==> config.mk <==
export PLATFORM = sky130hd
export DESIGN_NAME = tt_wokwi_380408774591779841
export DESIGN_NICKNAME = d
export VERILOG_FILES = /design/src/rtl/tt_wokwi_380408774591779841.sv
export SDC_FILE = /design/constraint.sdc
export NUM_CORES = 1
export LEC_CHECK = 0
export CAP_MARGIN = 20
export CORE_MARGIN = 2
export CORE_UTILIZATION = 55
export CTS_CLUSTER_DIAMETER = 50
export DETAILED_ROUTE_END_ITERATION = 6
export DONT_BUFFER_PORTS = 1
export PLACE_DENSITY = 0.75
export SLEW_MARGIN = 20
export SYNTH_ARGS = -nofsm -noshare
export SYNTH_HDL_FRONTEND = slang
export SYNTH_SLANG_ARGS = --single-unit
==> constraint.sdc <==
create_clock -name clk -period 2 [get_ports clk]
set_input_delay 0.2 -clock clk [delete_from_list [all_inputs] [get_ports clk]]
set_output_delay 0.2 -clock clk [all_outputs]
set_load 0.01 [all_outputs]
==> src/rtl/tt_wokwi_380408774591779841.sv <==
// Audio tone generator: a 16-bit phase counter is scaled by a power of two
// into an 8-bit sawtooth or triangle sample. A first-order sigma-delta
// modulator turns that sample into a 1-bit PDM stream on uio_out[7].
// The sample is also mirrored on uo_out.
module tt_wokwi_380408774591779841 (
    input  logic       clk,
    input  logic       rst_n,
    input  logic       ena,
    input  logic [7:0] ui_in,
    input  logic [7:0] uio_in,
    output logic [7:0] uo_out,
    output logic [7:0] uio_out,
    output logic [7:0] uio_oe
);

    localparam int PHASE_W = 16;
    localparam int DATA_W  = 8;

    // Fold the upper half of the ramp back down so one period of p gives
    // one up-and-down sweep at twice the ramp slope.
    function automatic logic [DATA_W-1:0] tri_fold(input logic [DATA_W-1:0] p);
        return p[DATA_W-1] ? {~p[DATA_W-2:0], 1'b0} : {p[DATA_W-2:0], 1'b0};
    endfunction

    logic [3:0]         shift_by;
    logic               mute;
    logic               wave_sel;

    logic [PHASE_W-1:0] phase_q, phase_d;
    logic [DATA_W-1:0]  sample_q, sample_d;
    logic [DATA_W-1:0]  acc_q, acc_d;
    logic               pdm_q, pdm_d;

    logic [PHASE_W-1:0] shifted;
    logic [DATA_W-1:0]  p;
    logic [DATA_W:0]    sum;

    // Bits that are intentionally ignored by this design.
    logic unused_ok;
    assign unused_ok = &{1'b0, uio_in, ui_in[3:2], shifted[PHASE_W-1:DATA_W]};

    assign shift_by = ui_in[7:4];
    assign mute     = ui_in[1];
    assign wave_sel = ui_in[0];

    // Next-state: phase advance, waveform shaping, and the PDM accumulator.
    always_comb begin
        phase_d  = phase_q + 16'd1;
        shifted  = phase_q >> shift_by;
        p        = shifted[DATA_W-1:0];
        sample_d = p;
        if (wave_sel) begin
            sample_d = tri_fold(p);
        end
        if (mute) begin
            sample_d = '0;
        end
        // The accumulator integrates the sample already on uo_out; the carry
        // out of the 8-bit add is the PDM bit, so ones density is S/256.
        sum   = {1'b0, acc_q} + {1'b0, sample_q};
        acc_d = sum[DATA_W-1:0];
        pdm_d = sum[DATA_W];
    end

    // State registers: reset wins over enable; ena=0 freezes everything.
    always_ff @(posedge clk) begin
        if (rst_n) begin
            phase_q  <= '0;
            sample_q <= '0;
            acc_q    <= '0;
            pdm_q    <= 1'b0;
        end else if (ena) begin
            phase_q  <= phase_d;
            sample_q <= sample_d;
            acc_q    <= acc_d;
            pdm_q    <= pdm_d;
        end
    end

    assign uo_out  = sample_q;
    assign uio_out = {pdm_q, 7'b0};
    assign uio_oe  = 8'b1000_0000;

endmodule

==> metrics.csv, run 1 <==
metric,value,unit
initial antenna violation count,0,
"Remaining Overflow, GRT",0,
Setup Skew,0.00400,ns
DP Worst Slack,-0.0144,ns
Synth async-reset ratio,0,
reg2reg start,phase_q[9],
post-synthesis adder-cell area fraction,0.0554,
DRC Markers,0,
cells on worst reg2reg path,6,
Post-synth EDFFs,0,
Root Driver,clkbuf_8,
Least-Margin Pin Slew,0.902,ns
WL/cell,15.2,microns
Critical Path End Type,flop,
Starting Density,0.562,
1st-pass router iterations,5,
Initial DRC Count,80,
Yosys top cell area share,0.276,
Slew headroom,0.397,
Leak,1.00,nW
outcome,"complete, no violations",
FMAX,525,MHz
Mapped Cells,274,
min cycle time layout,1.90,ns
compound-cell area share of the yosys netlist,0.152,
synthesized flop and latch total,33,
most frequent cell after synthesis,dfxtp_1,
Peak VDD IR,0.426,mV
worst-path maximum fanout,6,
"Reg clk slew, reported paths",0.07,ns
hold wc startpoint,rst_n,
final slew viol count,0,
mux share of post-synthesis cell area,0.177,
critical path class,flop to flop,
post-synthesis xor/xnor area fraction,0.0548,
Syn. warnings,0,
worst reg-to-reg setup slack,0.1,ns
Sink Count,33,
RSZ-0062 raised after global routing,false,
synth top area cells,"dfxtp_1 28%, mux2i_1 6.3%, buf_4 5.0%",
Yosys top cell by area,dfxtp_1,
Final Hold Viols,0,
Tcrit/Tclk final,0.952,
"Clk Latency, worst-skew pair",0.29,ns
Overall Global Routing Usage,0.218,
maxcap violations,0,
CTS Buf Count,5,
Worst setup endpoint,uo_out[7],
min-delay worst type,input pin to flop,
Syn Std Cell Area,2400,sq um
# setup viols final,0,
CP required,2.22,ns
Util after Layout,0.588,
Final HPWL DP,3500,microns
WL final,4970,microns
sequential fraction of the synthesis area,0.276,
Fillers,397,
Port Buffers,0,
CTS tree,yes,
PD cells,512,nW/um^2
antenna cell count,0,
Yosys cell types,57,
largest family of logic cells by synthesized area,simple AND/OR/NAND/NOR gates,
largest net degree at the start of global routing,23,
number of global-route vias before repair,1847,
synth cell count leaders,"33 x dfxtp_1, 28 x nor2_1, 22 x nand2_1",
ANT nets after route,0,
Die W,70.0,microns
crit path launch,phase_q[9],
Die Y,70.0,microns
I/O pin total,43,
first-pass GRT wire length,8540,microns
CP Launch Type,flop,
overall die area,4900,sq um
Design Power,1.28,mW
num rows,24,
Post-Synth Simple-Gate Area,0.181,
layout cell share with drive strength beyond 1,0.142,
Via density,5.81,
number of H-tree levels,2,
Routability Congestion,0.903,
Final nets,303,
DR vias,1899,
Area Growth Syn to Fin,4.65,%
CP Data Arrival Time,2.12,ns
core area,4260,sq um
setup slack after layout,0.0958,ns
RR Endpoint,uo_out[7],
Bufs on Longest Clock Path,2,
Synth Area per Inst,8.74,sq um
"Top FF cell, synth",dfxtp_1,
-- worst min path at each step --
stage,endpoint,cells after the start,slack [ns]
6_report,uo_out[5],1,0.02
5_1_grt,uo_out[5],1,0.02
3_5_place_dp,uo_out[7],1,0.27
4_1_cts,uo_out[5],1,0.01
2_1_floorplan,uo_out[7],2,0.38
3_3_place_gp,uo_out[7],1,0.27
-- per-stage QoR --
stage          hold WS, ns  instances  setup TNS (ns)  area, sq um
6_report            0.0215        327               0         2510
5_1_grt             0.0224        327               0         2510
4_1_cts             0.0107        327               0         2500
3_5_place_dp         0.268        317         -0.0144         2400
3_3_place_gp         0.268        317               0         2400
2_1_floorplan        0.384        287               0         2440
-- registers in the layout, summed over array words and instances, names as in the netlist --
signal	count
pdm_q	1
acc_q	8
uo_out	8
phase_q	16
-- where the power goes --
| part | switching, mW | total [mW] | internal, mW |
|---|---|---|---|
| sequential | 0.0130 | 0.683 | 0.670 |
| combinational | 0.0636 | 0.118 | 0.0548 |
| clock | 0.235 | 0.482 | 0.247 |
| total | 0.312 | 1.28 | 0.971 |
-- worst max-delay path, cell delays in order, from the launching register on --
cell and delay (ns):
dfxtp_1 0.35, mux2_4 0.27, a222oi_1 0.46, o2bb2ai_1 0.18, a21o_1 0.20, a211o_1 0.26, a21oi_2 0.12
-- final cells by class --
| cell class | instances | area, sq um | share of cell area |
|---|---|---|---|
| flip-flops and latches | 33 | 664 | 0.265 |
| multi-input cells | 211 | 1550 | 0.618 |
| clock buffers | 8 | 80.1 | 0.0319 |
| well taps | 52 | 65.1 | 0.0259 |
| inverters | 8 | 30.0 | 0.0120 |
| repair buffers | 15 | 118 | 0.0469 |
-- layout by cell type (no fill, tap or decap), types with 7 or more instances in the layout --
| cell type | n |
|---|---|
| dfxtp_1 | 30 |
| nor2_1 | 28 |
| nand2_1 | 22 |
| mux2i_1 | 15 |
| conb_1 | 15 |
| buf_4 | 13 |
| xor2_1 | 11 |
| o21ai_0 | 9 |
| inv_1 | 8 |
| a21oi_1 | 8 |
| nand4_1 | 8 |
| ha_1 | 8 |
| nor3_1 | 7 |
-- timing repair --
item | CTS | global route
endpoints found under the setup margin | 1 | 10
hold buffers | 2 | 0
hold endpoints to repair | 22 | 0
setup buffers | 0 | 0
pin swaps | 0 | 3
resized for setup | 1 | 9
-- kinds of logic (layout without fill, tap and decap cells) --
logic type               count (synthesis)  after routing
AND/OR/NAND/NOR                         89             89
AO/OA/AOI/OAI                           52             52
buffers and inverters                   43             31
flip-flops                              33             33
multiplexers                            30             30
XOR/XNOR                                15             15
adder cells (fa/ha/maj)                 10             10
other                                    2             15
-- per-layer routing --
metal  wire, microns  global-route usage  share of wire
met1            2140               0.271           0.43
met2            2350               0.334           0.47
met3             303              0.0620          0.061
met4             173               0.132          0.035
met5               0                   0              0
(Power assumes the default switching activity.)
==> run 2, diff against run 1 <==
--- a/config.mk
+++ b/config.mk
@@ -12,6 +12,7 @@
 export DETAILED_ROUTE_END_ITERATION = 6
 export DONT_BUFFER_PORTS = 1
 export PLACE_DENSITY = 0.75
+export REMOVE_ABC_BUFFERS = 1
 export SLEW_MARGIN = 20
 export SYNTH_ARGS = -nofsm -noshare
 export SYNTH_HDL_FRONTEND = slang
==> run 2 against run 1 <==
  * Non-clock buffer count unchanged
  * Utilization is 0.88 points higher
  * Fmax fell by 1.8%
  * Flip-flop and latch count stayed put
  * Clock skew is 0.0024 ns higher
  * Clock-buffer cell count fell by 1
  * Setup slack got worse by 0.035 ns
  * Critical path type unchanged
  * Highest routed layer unchanged
==> metrics.csv, run 2 (same netlist as run 1, synthesis figures left out) <==
metric,value,unit
outcome,"complete, no violations",
Psw,330,uW
Sink Count,33,
most frequent cells in the layout,"33 x dfxtp_1, 28 x nor2_1, 22 x nand2_1",
worst reg-to-reg setup slack,0.06,ns
M3 GR Usage,0.0519,
"Clk Latency, worst-skew pair",0.29,ns
initial antenna violation count,0,
WL/cell,15.2,microns
crit path launch,phase_q[14],
Die Y,70.0,microns
Sw Share,0.226,
Slew headroom,0.388,
number of global-route vias before repair,1778,
# setup viols final,0,
CP required,2.19,ns
Via density,5.89,
"Remaining Overflow, GRT",0,
Worst setup endpoint,uo_out[4],
Area Growth Syn to Fin,6.21,%
final slew viol count,0,
cells on worst reg2reg path,6,
Starting Density,0.562,
Bufs on Longest Clock Path,2,
CP Launch Type,flop,
reg2reg start,phase_q[14],
core area,4260,sq um
Least-Margin Pin Slew,0.915,ns
maxcap violations,0,
RR Endpoint,uo_out[4],
Die W,70.0,microns
Overall Global Routing Usage,0.210,
"commonest non-fill, non-tap cell in the layout",dfxtp_1,
Final nets,303,
min cycle time layout,1.94,ns
largest net degree at the start of global routing,23,
RSZ-0062 raised after global routing,false,
CTS tree,yes,
FMAX,516,MHz
layout cell share with drive strength beyond 1,0.142,
Routability Congestion,0.834,
worst-path maximum fanout,6,
Final Hold Viols,0,
Initial DRC Count,93,
WL final,4980,microns
Power Internal,1.13,mW
Max stage delay on crit path,0.47,ns
Gate power share,0.080,
DR vias,1925,
Tcrit/Tclk final,0.969,
max reg flops,16,
"Cell Area, Placed",2390,sq um
CTS Buf Count,5,
DRC Markers,0,
number of H-tree levels,2,
I/O pin total,43,
Leak,1.02,nW
M1 GR Usage,0.268,
1st-pass router iterations,4,
Largest Register,phase_q,
num rows,24,
CP cell instances,mux2i_1 -> mux2_2 -> or3b_2 -> o221ai_1 -> nor3_1 -> a221o_1,
overall die area,4900,sq um
Clk pwr share,0.453,
Peak VDD IR,0.507,mV
Seq pwr share,0.467,
min-delay worst type,input pin to flop,
PD cells,573,nW/um^2
"Reg clk slew, reported paths",0.07,ns
first-pass GRT wire length,8260,microns
Port Buffers,0,
ANT nets after route,0,
CP Data Arrival Time,2.12,ns
Root Driver,clkbuf_8,
antenna cell count,0,
critical path class,flop to flop,
met2 Resource Use GR,0.351,
Final HPWL DP,3470,microns
gr busiest metal,met2,
Critical Path End Type,flop,
post-route design area,2540,sq um
Setup Skew,0.00640,ns
Design Power,1.46,mW
critical path's slowest cell,dfxtp_1,
## run 2: cell count changes in the layout (fill, tap and decap cells not counted), sizes merged
cell    previous run  this run
clkbuf             8         7
bufinv             0         1
## run 2: power groups by stage
stage | Clock [mW] | Sequential, mW | Combinational (mW)
floorplan | 0 | 0.695 | 0.0858
global placement | 0 | 0.696 | 0.101
detailed placement | 0 | 0.696 | 0.105
CTS | 0.666 | 0.681 | 0.116
global route | 0.686 | 0.683 | 0.130
finish | 0.661 | 0.681 | 0.117
## run 2: critical path: cells and delay by family (launching register included)
family,cells,cell delay (ns)
simple gates,2,0.52
flops,1,0.47
compound gates,2,0.39
mux,2,0.44
## run 2: per-stage QoR
stage | util | TNS [ns] | std cells | hold WS, ns | setup slack (ns)
2_1_floorplan | - | 0 | 252 | 0.262 | 0.0639
3_3_place_gp | 0.560 | 0 | 316 | 0.268 | 0.0442
3_5_place_dp | 0.560 | -0.00401 | 316 | 0.269 | -0.00401
4_1_cts | 0.592 | 0 | 326 | 0.0122 | 0.0181
5_1_grt | 0.597 | 0 | 327 | 0.0299 | 0.00994
6_report | 0.597 | 0 | 327 | 0.0159 | 0.0610
## run 2: area by class of cell
class / instances / area, sq um
fillers: 385 / 1720
repair buffers: 15 / 118
clock buffers: 7 / 86.3
flip-flops and latches: 33 / 661
multi-input cells: 211 / 1560
inverters: 8 / 30.0
clock inverters: 1 / 30.0
well taps: 52 / 65.1
## run 2: how the worst min path moves through the flow
stage,start,endpoint,slack (ns),depth (start not counted)
final,rst_n,uo_out[5],0.02,1
after global routing,rst_n,uo_out[6],0.03,1
after CTS,rst_n,uo_out[5],0.01,1
after detailed placement,rst_n,uo_out[7],0.27,1
after global placement,rst_n,uo_out[7],0.27,1
after floorplan,rst_n,uo_out[7],0.26,1
## run 2: repair_timing
item | in CTS | in global routing
resized for setup | 1 | 8
pin swaps | 0 | 2
hold buffers | 2 | 0
buffers inserted | 0 | 1
setup endpoints to repair | 1 | 11
hold endpoints to repair | 22 | 0
## run 2: metal layers
metal  vias up  share of wire
met1       907           0.44
met4         0          0.012
li1        962              -
met3         7          0.057
met5         -              0
met2        49           0.49
